[src/rtl/slink_rx_arb.sv]
// slink_rx_arb
// Packet-granular round-robin scheduler. It drains CH_NUM slink receive
// packet FIFOs and merges them onto one valid/ready stream toward the MM side.
// Packets are never interleaved. Framing (sop placement) is policed, and so is
// length when the optional check is built in.
//
// Optional feature: define SLINK_ARB_LEN_CHK_EN to enable the maximum packet
// length check and the DROP state. When it is undefined, only sop framing
// violations are reported.
//
// Parameters:
//   CH_NUM        number of receive channels (2..8)
//   CH_W          channel index width, CH_NUM <= 2**CH_W
//   MAX_PKT_WORDS longest legal packet in 16-bit words
//
// Ports:
//   clk_rd          single clock for the block
//   rst_rd          synchronous active-high reset
//   slink_mm_empty  per-channel FIFO empty flags
//   slink_mm_data   per-channel FIFO read data, channel i at [18i+17:18i]
//                   (bit17 sop, bit16 eop, [15:0] payload)
//   mm_slink_rdreq  per-channel read request; data is valid one cycle later
//   arb_mm_rdy      downstream accepts the presented word
//   arb_mm_dval     output word valid
//   arb_mm_data     output word, same bit map as the input words
//   arb_mm_chn      source channel of the presented word
//   arb_err         one-cycle framing/length error pulse
//   arb_state       FSM state for observation (0 IDLE, 1 XFER, 2 DROP)
//
// Handshake: a word transfers in every cycle where arb_mm_dval and arb_mm_rdy
// are both high. arb_mm_dval/arb_mm_data/arb_mm_chn stay stable while
// arb_mm_dval is high and arb_mm_rdy is low, and dval never depends on rdy.

module slink_rx_arb #(
    parameter int CH_NUM        = 4,
    parameter int CH_W          = 2,
    parameter int MAX_PKT_WORDS = 1024
) (
    input  logic                 clk_rd,
    input  logic                 rst_rd,
    input  logic [CH_NUM-1:0]    slink_mm_empty,
    input  logic [18*CH_NUM-1:0] slink_mm_data,
    output logic [CH_NUM-1:0]    mm_slink_rdreq,
    input  logic                 arb_mm_rdy,
    output logic                 arb_mm_dval,
    output logic [17:0]          arb_mm_data,
    output logic [CH_W-1:0]      arb_mm_chn,
    output logic                 arb_err,
    output logic [1:0]           arb_state
);

    localparam int CNT_W = ($clog2(MAX_PKT_WORDS + 1) > 11) ? $clog2(MAX_PKT_WORDS + 1) : 11;

    localparam logic [1:0] S_IDLE = 2'd0;
    localparam logic [1:0] S_XFER = 2'd1;
    localparam logic [1:0] S_DROP = 2'd2;

    localparam logic [CH_W-1:0] LAST_CH = CH_W'(CH_NUM - 1);

    logic [1:0]        state;
    logic [CH_W-1:0]   grant;
    logic [CH_W-1:0]   last_grant;
    logic [CNT_W-1:0]  word_cnt;
    logic              rdreq_d1;
    logic [1:0]        buf_cnt;
    // Two-entry output buffer, entry = {channel, word}; buf0 is the head.
    logic [CH_W+17:0]  buf0;
    logic [CH_W+17:0]  buf1;

    logic [CH_W-1:0]   pick;
    logic              pick_vld;
    int                pick_idx;
    logic [CH_W-1:0]   pick_cand;
    logic              rd_ok;
    logic [17:0]       cap_word;
    logic              cap_sop;
    logic              cap_eop;
    logic              sop_err;
    logic              len_hit;
    logic              push;
    logic              pop;
    logic [CH_W+17:0]  push_word;

    // Round-robin search starting after last_grant. Iterating from the
    // farthest candidate down lets the nearest non-empty channel win.
    always_comb begin
        pick      = '0;
        pick_vld  = 1'b0;
        pick_idx  = 0;
        pick_cand = '0;
        for (int i = CH_NUM; i >= 1; i--) begin
            pick_idx  = (int'(last_grant) + i) % CH_NUM;
            pick_cand = CH_W'(pick_idx);
            if (!slink_mm_empty[pick_cand]) begin
                pick     = pick_cand;
                pick_vld = 1'b1;
            end
        end
    end

    // A single read in flight. In XFER the read also needs buffer room for the
    // word it will bring back. DROP discards words, so it ignores buffer room.
    always_comb begin
        rd_ok = 1'b0;
        if (state == S_XFER)
            rd_ok = !rdreq_d1 && (({1'b0, buf_cnt} + {2'b00, rdreq_d1}) < 3'd2);
`ifdef SLINK_ARB_LEN_CHK_EN
        else if (state == S_DROP)
            rd_ok = !rdreq_d1;
`endif
        mm_slink_rdreq = '0;
        for (int i = 0; i < CH_NUM; i++)
            mm_slink_rdreq[i] = rd_ok && !slink_mm_empty[i] && (grant == CH_W'(i));
    end

    always_comb begin
        cap_word = '0;
        for (int i = 0; i < CH_NUM; i++)
            if (grant == CH_W'(i))
                cap_word = slink_mm_data[18*i +: 18];
    end

    assign cap_sop = cap_word[17];
    assign cap_eop = cap_word[16];
    // The first word must carry sop, and no later word may carry it.
    assign sop_err = (word_cnt == '0) ? !cap_sop : cap_sop;

`ifdef SLINK_ARB_LEN_CHK_EN
    assign len_hit = (word_cnt == CNT_W'(MAX_PKT_WORDS - 1)) && !cap_eop;
`else
    assign len_hit = 1'b0;
`endif

    // A word truncated by the length check is closed with a forced eop.
    assign push_word = {grant, cap_sop, cap_eop | len_hit, cap_word[15:0]};
    assign push      = rdreq_d1 && (state == S_XFER);
    assign pop       = arb_mm_dval && arb_mm_rdy;

    always_ff @(posedge clk_rd) begin
        if (rst_rd) begin
            state      <= S_IDLE;
            grant      <= '0;
            last_grant <= LAST_CH;
            word_cnt   <= '0;
            rdreq_d1   <= 1'b0;
            buf_cnt    <= 2'd0;
            buf0       <= '0;
            buf1       <= '0;
            arb_err    <= 1'b0;
        end else begin
            rdreq_d1 <= |mm_slink_rdreq;
            arb_err  <= 1'b0;

            case (state)
                S_IDLE: begin
                    if (pick_vld) begin
                        grant    <= pick;
                        word_cnt <= '0;
                        state    <= S_XFER;
                    end
                end
                S_XFER: begin
                    if (rdreq_d1) begin
                        arb_err <= sop_err | len_hit;
                        if (word_cnt != '1)
                            word_cnt <= word_cnt + 1'b1;
                        if (cap_eop) begin
                            state      <= S_IDLE;
                            last_grant <= grant;
                        end else if (len_hit) begin
                            state <= S_DROP;
                        end
                    end
                end
`ifdef SLINK_ARB_LEN_CHK_EN
                S_DROP: begin
                    if (rdreq_d1 && cap_eop) begin
                        state      <= S_IDLE;
                        last_grant <= grant;
                    end
                end
`endif
                default: state <= S_IDLE;
            endcase

            // A push into a full buffer cannot happen because of the read rule.
            case ({push, pop})
                2'b10: begin
                    if (buf_cnt == 2'd0)
                        buf0 <= push_word;
                    else
                        buf1 <= push_word;
                    buf_cnt <= buf_cnt + 2'd1;
                end
                2'b01: begin
                    buf0    <= buf1;
                    buf_cnt <= buf_cnt - 2'd1;
                end
                2'b11: begin
                    if (buf_cnt == 2'd1) begin
                        buf0 <= push_word;
                    end else begin
                        buf0 <= buf1;
                        buf1 <= push_word;
                    end
                end
                default: ;
            endcase
        end
    end

    assign arb_mm_dval = (buf_cnt != 2'd0);
    assign arb_mm_data = buf0[17:0];
    assign arb_mm_chn  = buf0[CH_W+17:18];
    assign arb_state   = state;

endmodule

[config.mk]
export PLATFORM = sky130hd
export DESIGN_NAME = slink_rx_arb
export DESIGN_NICKNAME = d
export VERILOG_FILES = /design/src/rtl/slink_rx_arb.sv
export SDC_FILE = /design/constraint.sdc
export NUM_CORES = 1
export LEC_CHECK = 0
export ABC_CLOCK_PERIOD_IN_PS = 2300
export CAP_MARGIN = 40
export CORE_MARGIN = 5
export CORE_UTILIZATION = 46
export DETAILED_ROUTE_END_ITERATION = 16
export GPL_ROUTABILITY_DRIVEN = 0
export GPL_TIMING_DRIVEN = 0
export PLACE_DENSITY_LB_ADDON = 0.3
export SLEW_MARGIN = 20
export SYNTH_ARGS = -nofsm -noshare
export SYNTH_HDL_FRONTEND = slang
export SYNTH_SLANG_ARGS = --single-unit
[constraint.sdc]
create_clock -name clk_rd -period 2.3 [get_ports clk_rd]
set_input_delay 0.46 -clock clk_rd [delete_from_list [all_inputs] [get_ports clk_rd]]
set_output_delay 0.46 -clock clk_rd [all_outputs]
set_load 0.01 [all_outputs]
==> flow_summary_export.csv <==
group,metric,value,unit
status,status,"completed",
global_route,grt_usage,20.4,%
synth,synth_edf_count,0,
synth,ys_types,53,
global_route,grt_pass1_vias,2909,
routing,drtIter0Drc,285,
routing,ant_nets,0,
setup_path,critPathMaxStageDelay,370,ps
finish,finalInstanceArea,0.00451,mm^2
setup_path,path_buf_inv,3,
placed_design,port-buffer-count,104,
routing,vias_per_cell,5.70,
routing,vias,2859,
power_and_ir_drop,power,3.11,mW
timing,setup_ws,144,ps
finish,layout-drive-gt1-share,14.2,%
finish,syn_to_final_growth,44.4,%
setup_path,r2r-start,"buf_cnt[1]$_SDFFE_PP0P_",
timing,period_needed,2160,ps
setup_path,path_class,"flop to flop",
setup_path,reg2reg_depth,10,
setup_path,path_delay_family,"compound AO/OA/AOI/OAI gates",
power_and_ir_drop,total_leakage_power,1.79,nW
clocking,cts_tree,"done",
timing,skew,11.9,ps
setup_path,cp_data_required_time,2500,ps
timing,setup_viol,0,
floorplanning,core_region_area,0.00668,mm^2
synth,async_flop_share,0,%
clocking,htree_levels,3,
routing,drc,0,
synth,ys_ff_latch,60,
min_path,min_from,"word_cnt[1]$_SDFFE_PP0P_",
clocking,numCtsBuffers,9,
global_route,grt_pass1_wl,13800,um
timing,worst_pin_slew,592,ps
floorplanning,ioPinCount,107,
power_and_ir_drop,power.density,690,mW/mm^2
routing,wl_per_cell,17.0,um
timing,maxSlewViolCount,0,
setup_path,r2r_end,"buf0[0]$_SDFFE_PP0P_",
routing,routed_wl,8520,um
setup_path,arrival,2350,ps
min_path,worstHoldEndpoint,"word_cnt[1]$_SDFFE_PP0P_",
clocking,clock_path_buffers,2,
finish,n_fill_cell,543,
clocking,cts.sinks,60,
job,drv_cap,0,
timing,fmax,464,MHz
setup_path,worstPathMaxFanout,10,
global_route,antenna_found_initial,0,
finish,antenna_cells,0,
synth,ys_seq_area_share,38.5,%
min_path,worstHoldPathCells,2,
floorplanning,start_util,46.7,%
floorplanning,die_area,0.00853,mm^2
placed_design,pre_cts_ws,-174,ps
finish,final_util,67.4,%
finish,nets,503,
setup_path,cp_slowest_cell,"a222oi_1",
power_and_ir_drop,vdd_drop_max,419,uV
clocking,cts-root-buf,"clkbuf_8",
synth,syn_nets,389,
floorplanning,die_x,92.3,um
floorplanning,die_y,92.3,um
timing,hold_viol,0,
synth,syn_avg_cell_area,10.3,um^2
timing,timing.final.crit_share,93.7,%
min_path,hold_class,"flop to flop",
placed_design,hpwl,6370,um
timing,slew_headroom,60.6,%
clocking,cts.clk_slew.worst_paths,70,ps
placed_design,placed_area,0.00426,mm^2
clocking,worstSkewPairLatency,340,ps
synth,syn_inst,303,
setup_path,cp-end-kind,"flop",
routing,firstDrtPassIters,6,
synth,synth_area,0.00312,mm^2
setup_path,cp_cell_sequence,"inv_1 -> ha_4 -> nand2b_4 -> inv_2 -> ha_1 -> nor2b_1 -> o21a_1 -> buf_2 -> a222oi_1 -> nor2_1",
global_route,grt_max_degree,19,
finish,layout_common_cells,"99 x clkdlybuf4s50_1, 59 x dfxtp_1, 49 x nor2_1",
synth,synthFlopType,"dfxtp_1",
floorplanning,num_rows,30,
synth,ys.warnings.count,0,
setup_path,r2r_setup_slack,140,ps
finish,final_common_cell,"clkdlybuf4s50_1",
setup_path,cp-start-kind,"flop",
timing,rsz0062_at_grt,"no",
global_route,grt_overflow,0,
worst register-to-register path, delay by kind of cell (launching register included):
family,cells,cell delay (ps)
AO/OA/AOI/OAI,2,570
AND/OR/NAND/NOR,3,360
buffers and inverters,3,400
adder cells (fa/ha/maj),2,380
flip-flops,1,320
layer usage:
layer	global-route usage, %	wire length [um]	share of wire [%]	up-vias
li1	-	-	-	1382
met1	24.8	3560	42	1350
met2	34.4	4170	49	116
met3	4.79	652	7.7	11
met4	9.28	136	1.6	0
met5	0	0	0	-
Yosys cell counts (all sizes together) (4+ instances only):
cell type / n / area share (%)
dfxtp: 60 / 39
nor2: 50 / 6.1
mux2i: 22 / 7.1
a222oi: 19 / 6.1
mux4: 19 / 14
nand2: 14 / 2.0
buf: 13 / 3.3
nor3: 13 / 2.1
a21oi: 9 / 1.4
clkbuf: 8 / 0.96
inv: 8 / 0.96
ha: 7 / 2.8
nor2b: 5 / 1.0
nor4: 5 / 1.5
o21ai: 4 / 0.64
flip-flops by register name (all words and copies together), names as in the netlist:
signal and flops:
arb_err 1, rdreq_d1 1, buf1 20, last_grant 2, grant 2, arb_state 1, buf_cnt 2, buf0 20
word_cnt 11
power by group:
part | total (mW) | leakage (nW) | internal (mW) | switching, mW
registers | 1.16 | 0.486 | 1.11 | 0.0467
clock network | 1.04 | 0.102 | 0.610 | 0.428
logic | 0.914 | 1.20 | 0.484 | 0.430
total | 3.11 | 1.79 | 2.20 | 0.905
final cells by class:
| class | count | area, um^2 | area share, % |
|---|---|---|---|
| Multi-Input combinational cell | 213 | 1780 | 39.4 |
| Sequential cell | 60 | 1200 | 26.7 |
| Timing Repair Buffer | 104 | 1040 | 23.0 |
| Buffer | 20 | 136 | 3.03 |
| Clock buffer | 10 | 128 | 2.83 |
| Tap cell | 80 | 100 | 2.22 |
| Clock inverter | 6 | 88.8 | 1.97 |
| Inverter | 9 | 35.0 | 0.778 |
metrics by stage:
stage / instances / TNS, ps / hold slack [ps]
floorplan: 303 / 0 / 450
global placement: 487 / -2280 / 474
detailed placement: 487 / -3150 / 487
CTS: 502 / 0 / 498
global route: 502 / 0 / 521
finish: 502 / 0 / 494
cell families after synthesis:
family          count (synthesis)  synth area share, %
simple gates                  109                 17.4
flops                          60                 38.5
compound gates                 52                 14.0
mux                            41                 20.9
buf+inv                        30                 5.37
fa+ha+maj                       7                 2.81
xor+xnor                        3                0.843
other cells                     1                0.120
what timing repair did:
item                                   CTS  global route
resized for setup                        9             7
setup endpoints to repair               13            41
pin swaps                                0             4
endpoints found under the hold margin    0             0
gates cloned                             0             0
buffers inserted                         0             0
hold buffers                             0             0
worst max path at each step:
stage | depth (start not counted) | from | slack, ps | end
floorplan | 10 | buf_cnt[1]$_SDFFE_PP0P_ | 340 | buf0[0]$_SDFFE_PP0P_
global placement | 9 | arb_mm_rdy | -120 | buf0[0]$_SDFFE_PP0P_
detailed placement | 9 | arb_mm_rdy | -170 | buf0[10]$_SDFFE_PP0P_
CTS | 3 | slink_mm_empty[2] | 10 | mm_slink_rdreq[2]
global route | 10 | buf_cnt[0]$_SDFFE_PP0P_ | 20 | buf0[17]$_SDFFE_PP0P_
finish | 10 | buf_cnt[1]$_SDFFE_PP0P_ | 140 | buf0[0]$_SDFFE_PP0P_
No activity file was read; power rests on OpenSTA's default activity.
